**src/rtl/axi_read_splitter_if.sv**
```systemverilog
// AXI4 read-channel bundle (AR + R) shared by the upstream and downstream
// sides of the read splitter. The master drives AR and accepts R; the slave
// accepts AR and drives R.
interface axi_read_splitter_if #(
  parameter int DATA_WIDTH   = 32,
  parameter int ADDR_WIDTH   = 32,
  parameter int ID_WIDTH     = 8,
  parameter int ARUSER_WIDTH = 8,
  parameter int RUSER_WIDTH  = 8
);
  logic [ID_WIDTH-1:0]     arid;
  logic [ADDR_WIDTH-1:0]   araddr;
  logic [7:0]              arlen;
  logic [2:0]              arsize;
  logic [1:0]              arburst;
  logic                    arlock;
  logic [3:0]              arcache;
  logic [2:0]              arprot;
  logic [3:0]              arqos;
  logic [ARUSER_WIDTH-1:0] aruser;
  logic                    arvalid;
  logic                    arready;

  logic [ID_WIDTH-1:0]     rid;
  logic [DATA_WIDTH-1:0]   rdata;
  logic [1:0]              rresp;
  logic                    rlast;
  logic [RUSER_WIDTH-1:0]  ruser;
  logic                    rvalid;
  logic                    rready;

  modport master (
    output arid, araddr, arlen, arsize, arburst, arlock, arcache, arprot, arqos, aruser, arvalid,
    input  arready,
    input  rid, rdata, rresp, rlast, ruser, rvalid,
    output rready
  );

  modport slave (
    input  arid, araddr, arlen, arsize, arburst, arlock, arcache, arprot, arqos, aruser, arvalid,
    output arready,
    output rid, rdata, rresp, rlast, ruser, rvalid,
    input  rready
  );
endinterface

```
**src/rtl/axi_read_splitter.sv**
```systemverilog
// AXI4 read splitter: takes one AR request of up to 256 beats and replays it
// downstream as INCR sub-bursts of at most MAX_BURST_LEN beats that never
// cross a 4 KB page. R beats flow straight through with zero latency; RLAST
// is only passed upstream on the final beat of the final sub-burst.
// FIXED and WRAP requests are forwarded as a single unchanged sub-burst.
module axi_read_splitter #(
  parameter int DATA_WIDTH    = 32,
  parameter int ADDR_WIDTH    = 32,
  parameter int ID_WIDTH      = 8,
  parameter int ARUSER_WIDTH  = 8,
  parameter int RUSER_WIDTH   = 8,
  parameter int MAX_BURST_LEN = 16
) (
  input  logic                clk,
  input  logic                rst,
  axi_read_splitter_if.slave  s_axi,
  axi_read_splitter_if.master m_axi
);

  typedef enum logic [1:0] {
    IDLE  = 2'd0,
    ISSUE = 2'd1,
    DATA  = 2'd2
  } state_t;

  localparam logic [1:0]            BURST_INCR = 2'b01;
  localparam logic [12:0]           MAX_BEATS  = 13'(MAX_BURST_LEN);
  localparam logic [ADDR_WIDTH-1:0] ADDR_ONE   = {{(ADDR_WIDTH-1){1'b0}}, 1'b1};

  state_t                  state;

  // Latched copy of the original request
  logic [ID_WIDTH-1:0]     id_q;
  logic [7:0]              len_q;
  logic [2:0]              size_q;
  logic [1:0]              burst_q;
  logic                    lock_q;
  logic [3:0]              cache_q;
  logic [2:0]              prot_q;
  logic [3:0]              qos_q;
  logic [ARUSER_WIDTH-1:0] user_q;

  // Split progress
  logic [ADDR_WIDTH-1:0]   cur_addr;
  logic [8:0]              remaining;
  logic [8:0]              beats_q;
  logic                    first_sub;
  logic                    last_sub;

  // Registered downstream AR request
  logic                    arvalid_q;
  logic [ADDR_WIDTH-1:0]   araddr_q;
  logic [7:0]              arlen_q;

  // Sub-burst sizing
  logic [ADDR_WIDTH-1:0]   size_mask;
  logic [ADDR_WIDTH-1:0]   aligned_addr;
  logic [12:0]             page_bytes;
  logic [12:0]             page_beats;
  logic [12:0]             beats_calc;
  logic [8:0]              beats_next;

  // R payload taps, sized by the block's own data/user widths
  logic [DATA_WIDTH-1:0]   r_data;
  logic [RUSER_WIDTH-1:0]  r_user;

  // Size of the next sub-burst: limited by what is left, the burst cap and the 4 KB page
  always_comb begin
    size_mask    = (ADDR_ONE << size_q) - ADDR_ONE;
    aligned_addr = cur_addr & ~size_mask;
    page_bytes   = 13'h1000 - {1'b0, aligned_addr[11:0]};
    page_beats   = page_bytes >> size_q;
    beats_calc   = {4'b0000, remaining};
    beats_calc   = (MAX_BEATS < beats_calc) ? MAX_BEATS : beats_calc;
    beats_calc   = (page_beats < beats_calc) ? page_beats : beats_calc;
    if (burst_q == BURST_INCR) begin
      beats_next = beats_calc[8:0];
    end else begin
      beats_next = remaining;
    end
  end

  // Control FSM: capture request, issue sub-bursts one at a time, track the data phase
  always_ff @(posedge clk) begin
    if (rst) begin
      state     <= IDLE;
      id_q      <= '0;
      len_q     <= 8'd0;
      size_q    <= 3'd0;
      burst_q   <= 2'b00;
      lock_q    <= 1'b0;
      cache_q   <= 4'd0;
      prot_q    <= 3'd0;
      qos_q     <= 4'd0;
      user_q    <= '0;
      cur_addr  <= '0;
      remaining <= 9'd0;
      beats_q   <= 9'd0;
      first_sub <= 1'b0;
      last_sub  <= 1'b0;
      arvalid_q <= 1'b0;
      araddr_q  <= '0;
      arlen_q   <= 8'd0;
    end else begin
      case (state)
        IDLE: begin
          if (s_axi.arvalid) begin
            id_q      <= s_axi.arid;
            len_q     <= s_axi.arlen;
            size_q    <= s_axi.arsize;
            burst_q   <= s_axi.arburst;
            lock_q    <= s_axi.arlock;
            cache_q   <= s_axi.arcache;
            prot_q    <= s_axi.arprot;
            qos_q     <= s_axi.arqos;
            user_q    <= s_axi.aruser;
            cur_addr  <= s_axi.araddr;
            remaining <= {1'b0, s_axi.arlen} + 9'd1;
            first_sub <= 1'b1;
            last_sub  <= 1'b0;
            state     <= ISSUE;
          end
        end
        ISSUE: begin
          if (!arvalid_q) begin
            // Only the first INCR sub-burst keeps the caller's unaligned address
            araddr_q  <= (first_sub || (burst_q != BURST_INCR)) ? cur_addr : aligned_addr;
            arlen_q   <= (burst_q == BURST_INCR) ? 8'(beats_next - 9'd1) : len_q;
            beats_q   <= beats_next;
            arvalid_q <= 1'b1;
          end else if (m_axi.arready) begin
            arvalid_q <= 1'b0;
            cur_addr  <= aligned_addr + (ADDR_WIDTH'(beats_q) << size_q);
            remaining <= remaining - beats_q;
            last_sub  <= (remaining == beats_q);
            first_sub <= 1'b0;
            state     <= DATA;
          end
        end
        DATA: begin
          if (m_axi.rvalid && s_axi.rready && m_axi.rlast) begin
            state <= (remaining != 9'd0) ? ISSUE : IDLE;
          end
        end
        default: begin
          state <= IDLE;
        end
      endcase
    end
  end

  // Upstream AR: accept only when idle and out of reset
  assign s_axi.arready = (state == IDLE) && !rst;

  // Downstream AR: registered payload, valid forced low during reset
  assign m_axi.arid    = id_q;
  assign m_axi.araddr  = araddr_q;
  assign m_axi.arlen   = arlen_q;
  assign m_axi.arsize  = size_q;
  assign m_axi.arburst = burst_q;
  assign m_axi.arlock  = lock_q;
  assign m_axi.arcache = cache_q;
  assign m_axi.arprot  = prot_q;
  assign m_axi.arqos   = qos_q;
  assign m_axi.aruser  = user_q;
  assign m_axi.arvalid = arvalid_q && !rst;

  // R passthrough, open only in the data phase
  assign r_data        = m_axi.rdata;
  assign r_user        = m_axi.ruser;
  assign s_axi.rid     = m_axi.rid;
  assign s_axi.rdata   = r_data;
  assign s_axi.rresp   = m_axi.rresp;
  assign s_axi.ruser   = r_user;
  assign s_axi.rlast   = m_axi.rlast && last_sub;
  assign s_axi.rvalid  = m_axi.rvalid && (state == DATA) && !rst;
  assign m_axi.rready  = s_axi.rready && (state == DATA) && !rst;

endmodule
```
**src/flat_wrapper.sv**
```systemverilog
// flat-port wrapper written by rule: the top's interface ports become plain ports
module axi_read_splitter_flat 
#(
  parameter int DATA_WIDTH    = 32,
  parameter int ADDR_WIDTH    = 32,
  parameter int ID_WIDTH      = 8,
  parameter int ARUSER_WIDTH  = 8,
  parameter int RUSER_WIDTH   = 8,
  parameter int MAX_BURST_LEN = 16
)
  (clk, rst, s_axi_arid, s_axi_araddr, s_axi_arlen, s_axi_arsize, s_axi_arburst, s_axi_arlock, s_axi_arcache, s_axi_arprot, s_axi_arqos, s_axi_aruser, s_axi_arvalid, s_axi_arready, s_axi_rid, s_axi_rdata, s_axi_rresp, s_axi_rlast, s_axi_ruser, s_axi_rvalid, s_axi_rready, m_axi_arid, m_axi_araddr, m_axi_arlen, m_axi_arsize, m_axi_arburst, m_axi_arlock, m_axi_arcache, m_axi_arprot, m_axi_arqos, m_axi_aruser, m_axi_arvalid, m_axi_arready, m_axi_rid, m_axi_rdata, m_axi_rresp, m_axi_rlast, m_axi_ruser, m_axi_rvalid, m_axi_rready);
  axi_read_splitter_if #(.DATA_WIDTH(DATA_WIDTH), .ADDR_WIDTH(ADDR_WIDTH), .ID_WIDTH(ID_WIDTH), .ARUSER_WIDTH(ARUSER_WIDTH), .RUSER_WIDTH(RUSER_WIDTH)) s_axi_i ();
  axi_read_splitter_if #(.DATA_WIDTH(DATA_WIDTH), .ADDR_WIDTH(ADDR_WIDTH), .ID_WIDTH(ID_WIDTH), .ARUSER_WIDTH(ARUSER_WIDTH), .RUSER_WIDTH(RUSER_WIDTH)) m_axi_i ();
  input  logic clk;
  input  logic rst;
  input wire logic [$bits(s_axi_i.arid)-1:0] s_axi_arid;
  input wire logic [$bits(s_axi_i.araddr)-1:0] s_axi_araddr;
  input wire logic [$bits(s_axi_i.arlen)-1:0] s_axi_arlen;
  input wire logic [$bits(s_axi_i.arsize)-1:0] s_axi_arsize;
  input wire logic [$bits(s_axi_i.arburst)-1:0] s_axi_arburst;
  input wire logic [$bits(s_axi_i.arlock)-1:0] s_axi_arlock;
  input wire logic [$bits(s_axi_i.arcache)-1:0] s_axi_arcache;
  input wire logic [$bits(s_axi_i.arprot)-1:0] s_axi_arprot;
  input wire logic [$bits(s_axi_i.arqos)-1:0] s_axi_arqos;
  input wire logic [$bits(s_axi_i.aruser)-1:0] s_axi_aruser;
  input wire logic [$bits(s_axi_i.arvalid)-1:0] s_axi_arvalid;
  output wire logic [$bits(s_axi_i.arready)-1:0] s_axi_arready;
  output wire logic [$bits(s_axi_i.rid)-1:0] s_axi_rid;
  output wire logic [$bits(s_axi_i.rdata)-1:0] s_axi_rdata;
  output wire logic [$bits(s_axi_i.rresp)-1:0] s_axi_rresp;
  output wire logic [$bits(s_axi_i.rlast)-1:0] s_axi_rlast;
  output wire logic [$bits(s_axi_i.ruser)-1:0] s_axi_ruser;
  output wire logic [$bits(s_axi_i.rvalid)-1:0] s_axi_rvalid;
  input wire logic [$bits(s_axi_i.rready)-1:0] s_axi_rready;
  output wire logic [$bits(m_axi_i.arid)-1:0] m_axi_arid;
  output wire logic [$bits(m_axi_i.araddr)-1:0] m_axi_araddr;
  output wire logic [$bits(m_axi_i.arlen)-1:0] m_axi_arlen;
  output wire logic [$bits(m_axi_i.arsize)-1:0] m_axi_arsize;
  output wire logic [$bits(m_axi_i.arburst)-1:0] m_axi_arburst;
  output wire logic [$bits(m_axi_i.arlock)-1:0] m_axi_arlock;
  output wire logic [$bits(m_axi_i.arcache)-1:0] m_axi_arcache;
  output wire logic [$bits(m_axi_i.arprot)-1:0] m_axi_arprot;
  output wire logic [$bits(m_axi_i.arqos)-1:0] m_axi_arqos;
  output wire logic [$bits(m_axi_i.aruser)-1:0] m_axi_aruser;
  output wire logic [$bits(m_axi_i.arvalid)-1:0] m_axi_arvalid;
  input wire logic [$bits(m_axi_i.arready)-1:0] m_axi_arready;
  input wire logic [$bits(m_axi_i.rid)-1:0] m_axi_rid;
  input wire logic [$bits(m_axi_i.rdata)-1:0] m_axi_rdata;
  input wire logic [$bits(m_axi_i.rresp)-1:0] m_axi_rresp;
  input wire logic [$bits(m_axi_i.rlast)-1:0] m_axi_rlast;
  input wire logic [$bits(m_axi_i.ruser)-1:0] m_axi_ruser;
  input wire logic [$bits(m_axi_i.rvalid)-1:0] m_axi_rvalid;
  output wire logic [$bits(m_axi_i.rready)-1:0] m_axi_rready;
  assign s_axi_i.arid = s_axi_arid;
  assign s_axi_i.araddr = s_axi_araddr;
  assign s_axi_i.arlen = s_axi_arlen;
  assign s_axi_i.arsize = s_axi_arsize;
  assign s_axi_i.arburst = s_axi_arburst;
  assign s_axi_i.arlock = s_axi_arlock;
  assign s_axi_i.arcache = s_axi_arcache;
  assign s_axi_i.arprot = s_axi_arprot;
  assign s_axi_i.arqos = s_axi_arqos;
  assign s_axi_i.aruser = s_axi_aruser;
  assign s_axi_i.arvalid = s_axi_arvalid;
  assign s_axi_arready = s_axi_i.arready;
  assign s_axi_rid = s_axi_i.rid;
  assign s_axi_rdata = s_axi_i.rdata;
  assign s_axi_rresp = s_axi_i.rresp;
  assign s_axi_rlast = s_axi_i.rlast;
  assign s_axi_ruser = s_axi_i.ruser;
  assign s_axi_rvalid = s_axi_i.rvalid;
  assign s_axi_i.rready = s_axi_rready;
  assign m_axi_arid = m_axi_i.arid;
  assign m_axi_araddr = m_axi_i.araddr;
  assign m_axi_arlen = m_axi_i.arlen;
  assign m_axi_arsize = m_axi_i.arsize;
  assign m_axi_arburst = m_axi_i.arburst;
  assign m_axi_arlock = m_axi_i.arlock;
  assign m_axi_arcache = m_axi_i.arcache;
  assign m_axi_arprot = m_axi_i.arprot;
  assign m_axi_arqos = m_axi_i.arqos;
  assign m_axi_aruser = m_axi_i.aruser;
  assign m_axi_arvalid = m_axi_i.arvalid;
  assign m_axi_i.arready = m_axi_arready;
  assign m_axi_i.rid = m_axi_rid;
  assign m_axi_i.rdata = m_axi_rdata;
  assign m_axi_i.rresp = m_axi_rresp;
  assign m_axi_i.rlast = m_axi_rlast;
  assign m_axi_i.ruser = m_axi_ruser;
  assign m_axi_i.rvalid = m_axi_rvalid;
  assign m_axi_rready = m_axi_i.rready;
  axi_read_splitter #(.DATA_WIDTH(DATA_WIDTH), .ADDR_WIDTH(ADDR_WIDTH), .ID_WIDTH(ID_WIDTH), .ARUSER_WIDTH(ARUSER_WIDTH), .RUSER_WIDTH(RUSER_WIDTH), .MAX_BURST_LEN(MAX_BURST_LEN)) u_core (.clk(clk), .rst(rst), .s_axi(s_axi_i), .m_axi(m_axi_i));
endmodule
```
**config.mk**
```make
export PLATFORM = sky130hd
export DESIGN_NAME = axi_read_splitter_flat
export DESIGN_NICKNAME = d
export VERILOG_FILES = /design/src/rtl/axi_read_splitter_if.sv /design/src/rtl/axi_read_splitter.sv /design/src/flat_wrapper.sv
export SDC_FILE = /design/constraint.sdc
export NUM_CORES = 1
export LEC_CHECK = 0
export ABC_AREA = 1
export CORE_MARGIN = 8
export CORE_UTILIZATION = 40
export CTS_CLUSTER_DIAMETER = 80
export DETAILED_ROUTE_END_ITERATION = 6
export PLACE_DENSITY = 0.67
export SLEW_MARGIN = 10
export SYNTH_ARGS = -nofsm -noshare
export SYNTH_HDL_FRONTEND = slang
export SYNTH_SLANG_ARGS = --single-unit
```
**constraint.sdc**
```tcl
create_clock -name clk -period 7.6 [get_ports clk]
set_input_delay 1.52 -clock clk [delete_from_list [all_inputs] [get_ports clk]]
set_output_delay 1.52 -clock clk [all_outputs]
set_load 0.01 [all_outputs]
```
==> metrics.md <==
| Metric | Value |
|---|---|
| Worst-case clock skew | just over 0.01 ns |
| Max clock buf depth | 2 |
| Final core utilization | 0.495 |
| Worst r2r path cells | 31 |
| Syn_area_per_cell | 6.55 um^2 |
| LEAKAGE | about 0.0047 uW |
| Reg2reg start | u_core.m_axi.arsize[2] |
| I/O Pins | roughly 260 |
| Final min period | slightly above 5 ns |
| WS Path Type | flip-flop to flip-flop |
| Antenna viol nets, final | 0 |
| Number of synthesized flops with an enable pin | 0 |
| FF-to-FF End | u_core.m_axi.arlen[6] |
| Final Wtd Congestion | between 0.9 and 1 |
| Crit path top cell by count | nand2_1 |
| TritonCTS Buffers | 17 |
| Setup violations, final | 0 |
| Final WL | between 20000 and 30000 um |
| Startpoint types | flip-flop |
| Peak VDD IR | 0.000234 V |
| Number of global-route vias before repair | between 8000 and 9000 |
| Met3 Wirelength | between 1500 and 2000 um |
| TritonCTS clock tree | yes |
| Number of max-cap violations | 0 |
| CP Capture Type | flip-flop |
| Sequential share of the synthesized area | 0.313 |
| Post-Synthesis Cell Area | roughly 0.0087 mm^2 |
| Slew @ Worst Pin | 1.11 ns |
| Initial Util | 0.403 |
| 1st-iter DRT viols | around 650 |
| Power density cells | ~470 mW/mm^2 |
| Worst hold start | u_core.m_axi.arlen[5] |
| Vias | 8717 |
| Post-Syn Instances | between 1000 and 1500 |
| Post-synthesis async set-or-reset flop share | 0 |
| Initial antenna violation count | 0 |
| Peak Freq | 0.199 GHz |
| Synthesis Warnings | 0 |
| DR WL met2 | approximately 13000 um |
| CTS clk-pin slew, worst paths | ~0.06 ns |
| Hold Crit Depth | 2 |
| Grt total ovfl | 0 |
| DRT Pass-1 Iters | 5 |
| Flops & latches, synth | roughly 140 |
| Hold Path Sink | u_core.m_axi.arlen[5] |
| Clock sink total | about 140 |
| Top Layer Used | met4 |
| Netlist cell types | 45 |
| Final net count | between 1500 and 2000 |
| Vias per cell | roughly 5.2 |
| Proportion of layout cells with a drive suffix above 1 | 0.0589 |
| Number of hold buffers added after CTS | 0 |
| Met1 Wirelength | 11900 um |
| Crit Path Max Fanout | 25 |
| Final hold violation count | 0 |
| DRC | 0 |
| Root buf cell | clkbuf_16 |
| Clk_lat worst skew | 0.42 ns |
| Area Growth Syn to Fin | 22.8% |
| FF-to-FF setup slack | 2.57 ns |
| First-pass GRT wire length | between 40000 and 50000 um |
| Post-synth top flop | dfxtp_1 |
| Largest net degree at the start of global routing | 70 |
| Worst Hold Class | flip-flop to flip-flop |
| Ant diodes | 0 |
| Die span in x | 164 um |
| RSZ-0062 raised after global routing | no |
| Worst EP arrival | ~5.3 ns |
| Status | finished, final reports clean |
| # resized after CTS | 0 |
| Die ar. | 0.0268 mm^2 |
| Fin. max-slew vios | 0 |
| Final worst-path cycle share | 0.662 |
| Setup TNS | 0 ns |
| Die H | between 150 and 200 um |
| IO buf count | between 150 and 200 |
| Slowest stage cell, crit path | dfxtp_1 |
| Max stage delay on crit path | 0.93 ns |
| H-tree depth | 4 |
| Hpwl dp | ~19000 um |
| Core ar. | 0.0216 mm^2 |
| Slew headroom | 0.255 |
| FP Rows | 54 |
| Post-CTS Setup Repair Bufs | 0 |
| Aggregate global-route resource usage | 0.199 |
| WP data required | 7.86 ns |
| WL/cell | 15.7 um |
## report_power, final
group	internal [uW]	switching, uW	leakage (uW)
Combinational	1110	1820	0.00331
Clock	542	323	0.000295
Sequential	1000	241	0.00112
Total	2660	2380	0.00472
## layout by cell type (no fill, tap or decap), types with 3 or more instances in the layout
master             n
inv_2              6
mux2i_1            4
conb_1             4
nor2_2             5
clkinv_1           4
clkbuf_16         17
nand2_1          236
nand3_2            6
dfxtp_1          136
o21ai_1           10
o21ai_0          142
clkinvlp_4         3
nor2_4             5
or2_2              3
clkdlybuf4s50_1  156
o211ai_1          10
ha_1              36
nand2_2            8
xor2_1            26
a21oi_1          109
nand4_1            5
xnor2_1            4
nand3_1           69
clkinv_2           3
a31oi_1           11
nor4_1             4
nor3_1            14
bufinv_16          3
clkbuf_8           3
o22ai_1           12
a211oi_1           6
o221ai_1           5
inv_1            113
nor2_1           197
buf_4             12
## per-layer routing
layer | track usage | vias to the layer above
met4 | 0.0545 | 0
met1 | 0.248 | 4011
li1 | - | 4455
met5 | 0 | -
met3 | 0.0549 | 31
met2 | 0.333 | 220
## layout make-up
cell class / instances / area [um^2]
sequential: 136 / 2720
clock inverter: 11 / 145
fill: 2236 / 10900
multi-input combinational: 950 / 4890
tap: 280 / 350
timing repair buffer: 169 / 1660
clock buffer: 21 / 470
inverter: 123 / 462
## cell families after synthesis
kind of cell | count (synthesis) | share of synthesized area
fa+ha+maj | 38 | 0.0563
simple gates | 561 | 0.274
buf+inv | 247 | 0.129
flops | 136 | 0.313
compound gates | 313 | 0.193
xor+xnor | 30 | 0.0302
other cells | 1 | 0.000430
mux | 4 | 0.00460
## synth_stat cells, types with 2 or more instances
cell	count	area share
dfxtp_1	136	0.31
a211oi_1	6	0.0052
buf_1	8	0.0034
o21ai_0	142	0.082
o211ai_1	10	0.0086
xnor2_1	4	0.0040
nor2_1	199	0.086
nand2_4	2	0.0026
clkinv_1	2	0.00086
nand3_2	6	0.0069
nor2_2	4	0.0029
a21oi_1	109	0.063
xor2_1	26	0.026
a31oi_1	11	0.0079
nand4_1	5	0.0036
buf_2	3	0.0017
o22ai_1	12	0.0086
o21ai_1	10	0.0057
a221oi_1	2	0.0020
mux2i_1	4	0.0046
fa_1	2	0.0046
nand3_1	69	0.040
o21bai_1	2	0.0017
nor2_4	4	0.0052
buf_4	51	0.044
or2_2	3	0.0022
nor4_1	4	0.0029
nor3_1	15	0.0086
inv_1	116	0.050
o221ai_1	5	0.0050
or2_1	2	0.0014
ha_1	36	0.052
nand2_1	236	0.10
inv_2	5	0.0022
clkbuf_1	62	0.027
nand2_2	8	0.0057
## how the worst max path moves through the flow
stage                           start                     to  depth (start not counted)
2_1_floorplan  u_core.m_axi.arsize[0]    u_core.cur_addr[31]                         29
3_3_place_gp   u_core.m_axi.arsize[2]  u_core.m_axi.arlen[6]                         32
3_5_place_dp   u_core.m_axi.arsize[2]  u_core.m_axi.arlen[6]                         31
4_1_cts        u_core.m_axi.arsize[2]  u_core.m_axi.arlen[6]                         31
5_1_grt        u_core.m_axi.arsize[2]  u_core.m_axi.arlen[4]                         31
6_report       u_core.m_axi.arsize[2]  u_core.m_axi.arlen[6]                         31
## per-stage QoR
stage               worst slack [ns]  hold slack (ns)  std cells  power [uW]  instance area (um^2)
finish                          2.57            0.467       1690        5040                 10700
global route                    1.83            0.481       1690        5510                 10700
CTS                             2.63            0.468       1690        5060                 10700
detailed placement              2.66            0.459       1658        4160                 10100
global placement                2.82            0.452       1658        4140                 10100
floorplan                       3.54            0.440       1333        3260                  8720
## critical path: cells and delay by family, from the launching register on
kind                       cells  cell delay [ns]
adders and majority gates      3             0.84
and+or+nand+nor               21             2.22
buffers and inverters          3             0.21
AOI/OAI and AO/OA              4             0.65
DFF                            1             0.93
## state kept, by name, summed over array words and instances, names as in the netlist, 3 cells and up
register              cells
u_core.cur_addr          32
u_core.beats_q            9
u_core.m_axi.arid         8
u_core.len_q              8
u_core.remaining          9
u_core.m_axi.arqos        4
u_core.m_axi.arlen        8
u_core.m_axi.araddr      32
u_core.m_axi.arprot       3
u_core.m_axi.arcache      4
u_core.m_axi.aruser       8
u_core.m_axi.arsize       3
No activity file was read; power rests on OpenSTA's default activity.
